### src/rtl/cache_control.sv
// Two-way set-associative cache controller: zero-wait hits, per-set LRU,
// optional dirty writeback followed by a line fill on a miss.
module cache_control (
  input  logic        clk,
  input  logic        rst_n,
  input  logic        mem_read,
  input  logic        mem_write,
  input  logic [15:0] mem_address,
  output logic        mem_resp,
  input  logic        hit_one,
  input  logic        hit_two,
  input  logic        dirty_one,
  input  logic        dirty_two,
  output logic        pmem_read,
  output logic        pmem_write,
  input  logic        pmem_resp,
  output logic [1:0]  pmem_addr_sel,
  output logic [1:0]  load_way,
  output logic [1:0]  write_way,
  output logic        out_way
);

  typedef enum logic [1:0] {
    IDLE      = 2'd0,
    WRITEBACK = 2'd1,
    FILL      = 2'd2
  } state_t;

  state_t     state_r;
  state_t     state_nxt_s;
  logic [7:0] lru_r;
  logic       victim_r;

  logic [2:0] index_s;
  logic       req_s;
  logic       hit_s;
  logic       hit_way_s;
  logic       lru_way_s;
  logic       victim_dirty_s;
  logic       lru_upd_s;
  logic       miss_s;
  logic       unused_addr_s;

  assign index_s        = mem_address[5:3];
  assign req_s          = mem_read | mem_write;
  assign hit_s          = hit_one | hit_two;
  assign hit_way_s      = ~hit_one;
  assign lru_way_s      = lru_r[index_s];
  assign victim_dirty_s = lru_way_s ? dirty_two : dirty_one;
  assign unused_addr_s  = ^{mem_address[15:6], mem_address[2:0]};

  // Next state and outputs; everything is forced low while reset is held.
  always_comb begin
    state_nxt_s   = state_r;
    mem_resp      = 1'b0;
    pmem_read     = 1'b0;
    pmem_write    = 1'b0;
    pmem_addr_sel = 2'b00;
    load_way      = 2'b00;
    write_way     = 2'b00;
    out_way       = 1'b0;
    lru_upd_s     = 1'b0;
    miss_s        = 1'b0;
    if (rst_n) begin
      case (state_r)
        IDLE: begin
          if (req_s && hit_s) begin
            mem_resp  = 1'b1;
            lru_upd_s = 1'b1;
            if (mem_write) begin
              write_way = hit_one ? 2'b01 : 2'b10;
            end else begin
              out_way = hit_way_s;
            end
          end else if (req_s) begin
            miss_s      = 1'b1;
            state_nxt_s = victim_dirty_s ? WRITEBACK : FILL;
          end else begin
            state_nxt_s = IDLE;
          end
        end
        WRITEBACK: begin
          pmem_write    = 1'b1;
          pmem_addr_sel = victim_r ? 2'b10 : 2'b01;
          if (pmem_resp) begin
            state_nxt_s = FILL;
          end else begin
            state_nxt_s = WRITEBACK;
          end
        end
        FILL: begin
          pmem_read = 1'b1;
          if (pmem_resp) begin
            load_way    = victim_r ? 2'b10 : 2'b01;
            state_nxt_s = IDLE;
          end else begin
            state_nxt_s = FILL;
          end
        end
        default: begin
          state_nxt_s = IDLE;
        end
      endcase
    end else begin
      state_nxt_s = IDLE;
    end
  end

  // State register.
  always_ff @(posedge clk or negedge rst_n) begin
    if (!rst_n) begin
      state_r <= IDLE;
    end else begin
      state_r <= state_nxt_s;
    end
  end

  // LRU points at the way that was not just hit; victim is latched only on the miss edge.
  always_ff @(posedge clk or negedge rst_n) begin
    if (!rst_n) begin
      lru_r    <= 8'h00;
      victim_r <= 1'b0;
    end else begin
      if (lru_upd_s) begin
        lru_r[index_s] <= ~hit_way_s;
      end
      if (miss_s) begin
        victim_r <= lru_way_s;
      end
    end
  end

endmodule

### config.mk
export PLATFORM = sky130hd
export DESIGN_NAME = cache_control
export DESIGN_NICKNAME = d
export VERILOG_FILES = /design/src/rtl/cache_control.sv
export SDC_FILE = /design/constraint.sdc
export NUM_CORES = 1
export LEC_CHECK = 0
export ABC_AREA = 1
export CELL_PAD_IN_SITES_DETAIL_PLACEMENT = 1
export CELL_PAD_IN_SITES_GLOBAL_PLACEMENT = 2
export CORE_MARGIN = 2
export CORE_UTILIZATION = 22
export CTS_CLUSTER_SIZE = 10
export DETAILED_ROUTE_END_ITERATION = 8
export PLACE_DENSITY_LB_ADDON = 0.1
export SLEW_MARGIN = 0
export SYNTH_ARGS = -nofsm -noshare
export SYNTH_HDL_FRONTEND = slang
export SYNTH_SLANG_ARGS = --single-unit
### constraint.sdc
create_clock -name clk -period 2.3 [get_ports clk]
set_clock_uncertainty 0.1 [all_clocks]
set_input_delay 0.23 -clock clk [delete_from_list [all_inputs] [get_ports clk]]
set_output_delay 0.23 -clock clk [all_outputs]
set_load 0.02 [all_outputs]
==> flow_metrics.py, run 1 <==
metrics = {
    "clocking": {
        "cts_inserted_buffers": 3,
        "clk-insertion-delay-late_ns": 0.27,
        "cts_tree": "built",
        "clock_path_buffers": 2,
        "cts_sinks": 11,
        "cts_root_buf": "clkbuf_4",
        "clkTransAtPathRegs_ns": 0.08,
        "htreeDepth": 1,
    },
    "outcome": {
        "status": "completed",
    },
    "cells_and_area": {
        "area_growth_pct": 43.3,
        "fin_nets": 168,
        "antenna_cells": 0,
        "layout-drive-gt1-share": 0.183,
        "fillers": 440,
        "final_util": 0.329,
    },
    "drt": {
        "totalWireLength_um": 2200,
        "post_drt_via_cell_ratio": 4.17,
        "drt_iter0_drc": 32,
        "ant_nets": 0,
        "firstDrtPassIters": 4,
        "avgRoutedWirePerCell_um": 11.7,
        "drc_errors": 0,
        "vias": 784,
    },
    "setup_path": {
        "crit_slowest_cell": "clkdlybuf4s50_1",
        "cp_num_buf_inv": 4,
        "path_class": "primary input to output port",
        "arrival_ns": 1.88,
        "crit_top_cell": "clkdlybuf4s50_1",
        "path_delay_family": "buffers and inverters",
        "crit_chain": "clkdlybuf4s50_1 -> inv_2 -> buf_4 -> nor4_1 -> clkdlybuf4s50_1",
        "r2r_setup_slack_ns": 0.66,
        "critPathMaxStageDelay_ns": 0.65,
        "cp-start-kind": "primary input",
        "cp_max_fo": 6,
        "crit_required_ns": 1.97,
        "end_kind": "output port",
    },
    "global_route": {
        "antenna_found_initial": 0,
        "grt_max_degree": 14,
        "grt_usage": 0.123,
        "grt_pass1_vias": 825,
        "gr-total-overflow": 0,
        "grt_pass1_wl_um": 3770,
    },
    "sta": {
        "worst_slew_pin_slew_ns": 0.321,
        "fmaxAchievable_mhz": 452,
        "rsz0062_at_grt": "no",
        "fin_crit_sh": 0.961,
        "fin_setup_tns_ns": 0,
        "finalMaxSlewViolations": 0,
        "whs_ns": 0.247,
        "final-setup-viol-count": 0,
        "slew_headroom": 0.785,
        "period_needed_ns": 2.21,
        "finalHoldViolCount": 0,
    },
    "pwr": {
        "power.total_uw": 680,
        "p_per_area_nw_per_um2": 620,
        "p_leak_uw": 0.000536,
        "pwr-share-seq": 0.418,
        "switching_share": 0.375,
        "p_int_uw": 425,
        "comb_power_share": 0.379,
        "clkPwrFrac": 0.203,
        "vdd_drop_max_v": 0.000258,
        "p_sw_uw": 255,
    },
    "die": {
        "die_area_um2": 3970,
        "initial_utilization": 0.229,
        "die_w_um": 63.0,
        "pin_count": 35,
        "rows": 21,
        "fp.coreArea_um2": 3340,
        "die_h_um": 63.0,
    },
    "logic_synthesis": {
        "synthCells": 112,
        "ys_ff_latch": 11,
        "synth_area_per_cell_um2": 6.84,
        "ys.warnings.count": 0,
        "synth-seq-area-share": 0.359,
        "ys_types": 21,
        "synthesis.nets": 137,
        "syn_area_um2": 766,
    },
    "place": {
        "dpl.hpwl_um": 1810,
        "numPortBuffers": 21,
        "gp_congestion": 0.743,
    },
    "flow_run": {
        "maxCapViolCount": 0,
    },
    "min_path": {
        "hold_class": "primary input to async pin",
    },
}
cell families after synthesis:
| logic type | count (synthesis) | share of synthesized area |
|---|---|---|
| buffers and inverters | 23 | 0.114 |
| DFF | 11 | 0.359 |
| AOI/OAI and AO/OA | 13 | 0.101 |
| and+or+nand+nor | 65 | 0.425 |
area by class of cell:
type                    count  area [um^2]  area share
inverters                  23         87.6      0.0798
clock buffers               4         26.3      0.0239
multi-input cells          78          403       0.367
repair buffers             26          248       0.226
flip-flops and latches     11          275       0.251
well taps                  46         57.6      0.0525
path summary, 6_finish.rpt:
check	start	endpoint	depth (start not counted)
min in group clk	lru_r[5]$_DFFE_PN0P_	lru_r[5]$_DFFE_PN0P_	2
worst max-delay path	rst_n	load_way[1]	5
max in group asynchronous	rst_n	lru_r[1]$_DFFE_PN0P_	2
worst min register to register	lru_r[5]$_DFFE_PN0P_	lru_r[5]$_DFFE_PN0P_	2
worst max register to register	state_r[0]$_DFFE_PN0P_	lru_r[5]$_DFFE_PN0P_	9
worst min-delay path	rst_n	lru_r[2]$_DFFE_PN0P_	2
per-stage QoR:
| step | setup slack (ns) | instances | area, um^2 |
|---|---|---|---|
| after floorplan | 0.644 | 112 | 766 |
| after global placement | 0.0439 | 184 | 1070 |
| after detailed placement | -0.0317 | 184 | 1070 |
| after CTS | 0.0687 | 188 | 1090 |
| after global routing | 0.0498 | 188 | 1100 |
| final | 0.0899 | 188 | 1100 |
cell usage after synthesis, drive strengths merged:
cell     instances  area, um^2
nand2           40         168
inv             22        82.6
dfrtp           11         275
nor2            11        61.3
o21ai            8        40.0
nor3             6        41.3
nand3            4        30.0
a21oi            3        22.5
nor4             3        18.8
a31oi            1        6.26
clkinv           1        5.00
o2111ai          1        8.76
or2              1        6.26
layout by cell type (no fill, tap or decap), drive strengths merged:
cell	instances
a21oi	3
nand3	4
o2111ai	1
clkbuf	4
nand2	40
a31oi	1
nor4	3
dlymetal6s2s	1
nor3	6
buf	5
inv	22
clkinv	1
dlygate4sd2	2
dfrtp	11
nor2	11
or2	1
clkdlybuf4s50	18
o21ai	8
state kept, by name, summed over array words and instances, names as in the netlist:
name / cells
state_r: 2
lru_r: 8
victim_r: 1
per-layer routing:
layer | up-vias | global-route usage | wire, um
met5 | - | 0 | 0
met4 | 0 | 0.0333 | 21
met3 | 2 | 0.0414 | 85
met2 | 12 | 0.198 | 1030
met1 | 362 | 0.155 | 1060
li1 | 408 | - | -
worst reg2reg max path: cells and delay by family (launching register included):
kind,cells,cell delay [ns]
simple gates,6,0.67
flops,1,0.42
compound gates,1,0.05
buf+inv,2,0.29
timing repair:
item,in CTS,in global routing
gates resized for setup,2,1
setup endpoints to repair,2,1
setup buffers,0,0
hold buffers,0,0
power groups by stage:
stage | logic (uW) | registers (uW) | clock network, uW
final | 258 | 284 | 138
after detailed placement | 265 | 288 | 0
after floorplan | 171 | 277 | 0
after CTS | 264 | 285 | 148
after global placement | 259 | 286 | 0
after global routing | 298 | 293 | 158
(Power assumes the default switching activity.)
==> inputs of run 2 (changes only) <==
--- a/config.mk
+++ b/config.mk
@@ -12,7 +12,7 @@
 export CORE_UTILIZATION = 22
 export CTS_CLUSTER_SIZE = 10
 export DETAILED_ROUTE_END_ITERATION = 8
-export PLACE_DENSITY_LB_ADDON = 0.1
+export PLACE_DENSITY = 0.81
 export SLEW_MARGIN = 0
 export SYNTH_ARGS = -nofsm -noshare
 export SYNTH_HDL_FRONTEND = slang
==> run 2 against run 1 <==
Net effect: non-clock buffer count up 2; worst setup slack better by 0.011 ns; sequential share of layout area down 0.45 points; combinational power about the same; hold slack worse by 0.011 ns; die area unchanged; first-iteration DRC count down 41%; flip-flop and latch count unchanged; critical path depth unchanged; count of clock-buffer cells in the layout unchanged; sequential power about the same; largest cell class unchanged; largest power group unchanged.
==> flow_metrics.py, run 2 (same netlist as run 1, synthesis figures left out) <==
metrics = {
    "place": {
        "post-place-ws_ns": 0.0758,
        "gp_congestion": 0.711,
        "dpl.hpwl_um": 1680,
        "numPortBuffers": 21,
    },
    "sta": {
        "fin_crit_sh": 0.956,
        "period_needed_ns": 2.20,
        "rsz0062_at_grt": "no",
        "fmaxAchievable_mhz": 455,
        "finalMaxSlewViolations": 0,
        "fin_setup_tns_ns": 0,
        "slew_headroom": 0.790,
        "final-setup-viol-count": 0,
        "fin_ws_ns": 0.101,
        "worst_slew_pin_slew_ns": 0.314,
        "finalHoldViolCount": 0,
    },
    "drt": {
        "ant_nets": 0,
        "vias": 801,
        "firstDrtPassIters": 2,
        "post_drt_via_cell_ratio": 4.22,
        "drt_iter0_drc": 19,
        "avgRoutedWirePerCell_um": 10.6,
        "totalWireLength_um": 2010,
        "drc_errors": 0,
    },
    "setup_path": {
        "path_delay_family": "buffers and inverters",
        "crit_required_ns": 1.97,
        "cp_max_fo": 6,
        "critPathMaxStageDelay_ns": 0.65,
        "crit_slowest_cell": "clkdlybuf4s50_1",
        "path_class": "primary input to output port",
        "end_kind": "output port",
        "crit_top_cell": "clkdlybuf4s50_1",
        "crit_chain": "clkdlybuf4s50_1 -> inv_2 -> buf_4 -> nor4_1 -> clkdlybuf4s50_1",
        "cp_num_buf_inv": 4,
        "cp-start-kind": "primary input",
        "arrival_ns": 1.87,
    },
    "cells_and_area": {
        "layout-drive-gt1-share": 0.194,
        "final_cell_mix": "nand2_1 (35), inv_1 (20), clkdlybuf4s50_1 (19), dfrtp_1 (11), o21ai_1 (8)",
        "fin_nets": 170,
        "largest_reg_flops": 8,
        "area_growth_pct": 45.9,
        "antenna_cells": 0,
        "top_register": "lru_r",
        "fillers": 428,
        "final_common_cell": "nand2_1",
        "largestRegisters": "lru_r x8, state_r x2, victim_r x1",
    },
    "clocking": {
        "htreeDepth": 1,
        "clkTransAtPathRegs_ns": 0.07,
        "cts_tree": "built",
        "clk-insertion-delay-late_ns": 0.27,
        "cts_setup_buffers": 0,
        "cts_inserted_buffers": 3,
        "clock_path_buffers": 2,
        "cts_root_buf": "clkbuf_4",
        "cts_sinks": 11,
    },
    "global_route": {
        "grt_pass1_vias": 837,
        "antenna_found_initial": 0,
        "gr-total-overflow": 0,
        "grt_max_degree": 14,
        "grt_usage": 0.116,
        "grt_pass1_wl_um": 3720,
    },
    "die": {
        "pin_count": 35,
        "die_w_um": 63.0,
        "die_area_um2": 3970,
        "die_h_um": 63.0,
        "fp.coreArea_um2": 3340,
        "initial_utilization": 0.229,
        "rows": 21,
    },
    "flow_run": {
        "maxCapViolCount": 0,
    },
    "pwr": {
        "vdd_drop_max_v": 0.000279,
        "p_leak_uw": 0.000558,
        "p_per_area_nw_per_um2": 606,
    },
    "min_path": {
        "hold_class": "primary input to async pin",
    },
    "outcome": {
        "status": "completed",
    },
}
## run 2: layout make-up
cell class,count,area [um^2],area share
multi-input combinational,78,403,0.361
inverter,23,87.6,0.0784
clock buffer,4,26.3,0.0235
tap,46,57.6,0.0515
timing repair buffer,28,268,0.240
sequential,11,275,0.246
## run 2: timing repair
item                                    4_1_cts  5_1_grt
gates resized for setup                       0        2
hold buffers                                  0        0
endpoints found under the setup margin        0        2
## run 2: routing by layer
metal  part of all wire  global-route usage
met1               0.44               0.137
met2               0.49               0.203
met3              0.069              0.0414
met4                  0              0.0167
met5                  0                   0
## run 2: final timing paths
check | startpoint | end | slack [ns] | cells after the start
hold / removal | rst_n | lru_r[4]$_DFFE_PN0P_ | 0.24 | 2
min in group clk | lru_r[1]$_DFFE_PN0P_ | lru_r[1]$_DFFE_PN0P_ | 0.39 | 2
hold reg to reg | lru_r[1]$_DFFE_PN0P_ | lru_r[1]$_DFFE_PN0P_ | 0.39 | 2
setup reg to reg | state_r[0]$_DFFE_PN0P_ | lru_r[7]$_DFFE_PN0P_ | 0.70 | 9
setup / recovery | rst_n | load_way[1] | 0.10 | 5
max in group asynchronous | rst_n | lru_r[7]$_DFFE_PN0P_ | 1.71 | 2
## run 2: per-stage QoR
| step | utilization | hold slack (ns) | instance area (um^2) | cells | total power, uW |
|---|---|---|---|---|---|
| 6_report | 0.335 | 0.235 | 1120 | 190 | 677 |
| 5_1_grt | 0.335 | 0.240 | 1120 | 190 | 742 |
| 4_1_cts | 0.333 | 0.228 | 1110 | 190 | 692 |
| 3_5_place_dp | 0.325 | 0.382 | 1090 | 186 | 552 |
| 3_3_place_gp | 0.325 | 0.375 | 1090 | 186 | 541 |
| 2_1_floorplan | - | -0.166 | 766 | 112 | 448 |
## run 2: power by group
part / switching (uW) / internal, uW
clock: 67.3 / 67.1
sequential: 35.7 / 248
combinational: 146 / 113
## run 2: worst reg2reg max path, stage by stage (launching register included)
cell and delay, ns:
dfrtp_1 0.41, inv_1 0.11, nand2_2 0.10, nor3_4 0.18, nand2_4 0.08, buf_4 0.17, nor2_4 0.12, nand2_1 0.09
nand2_1 0.06, o21ai_1 0.06
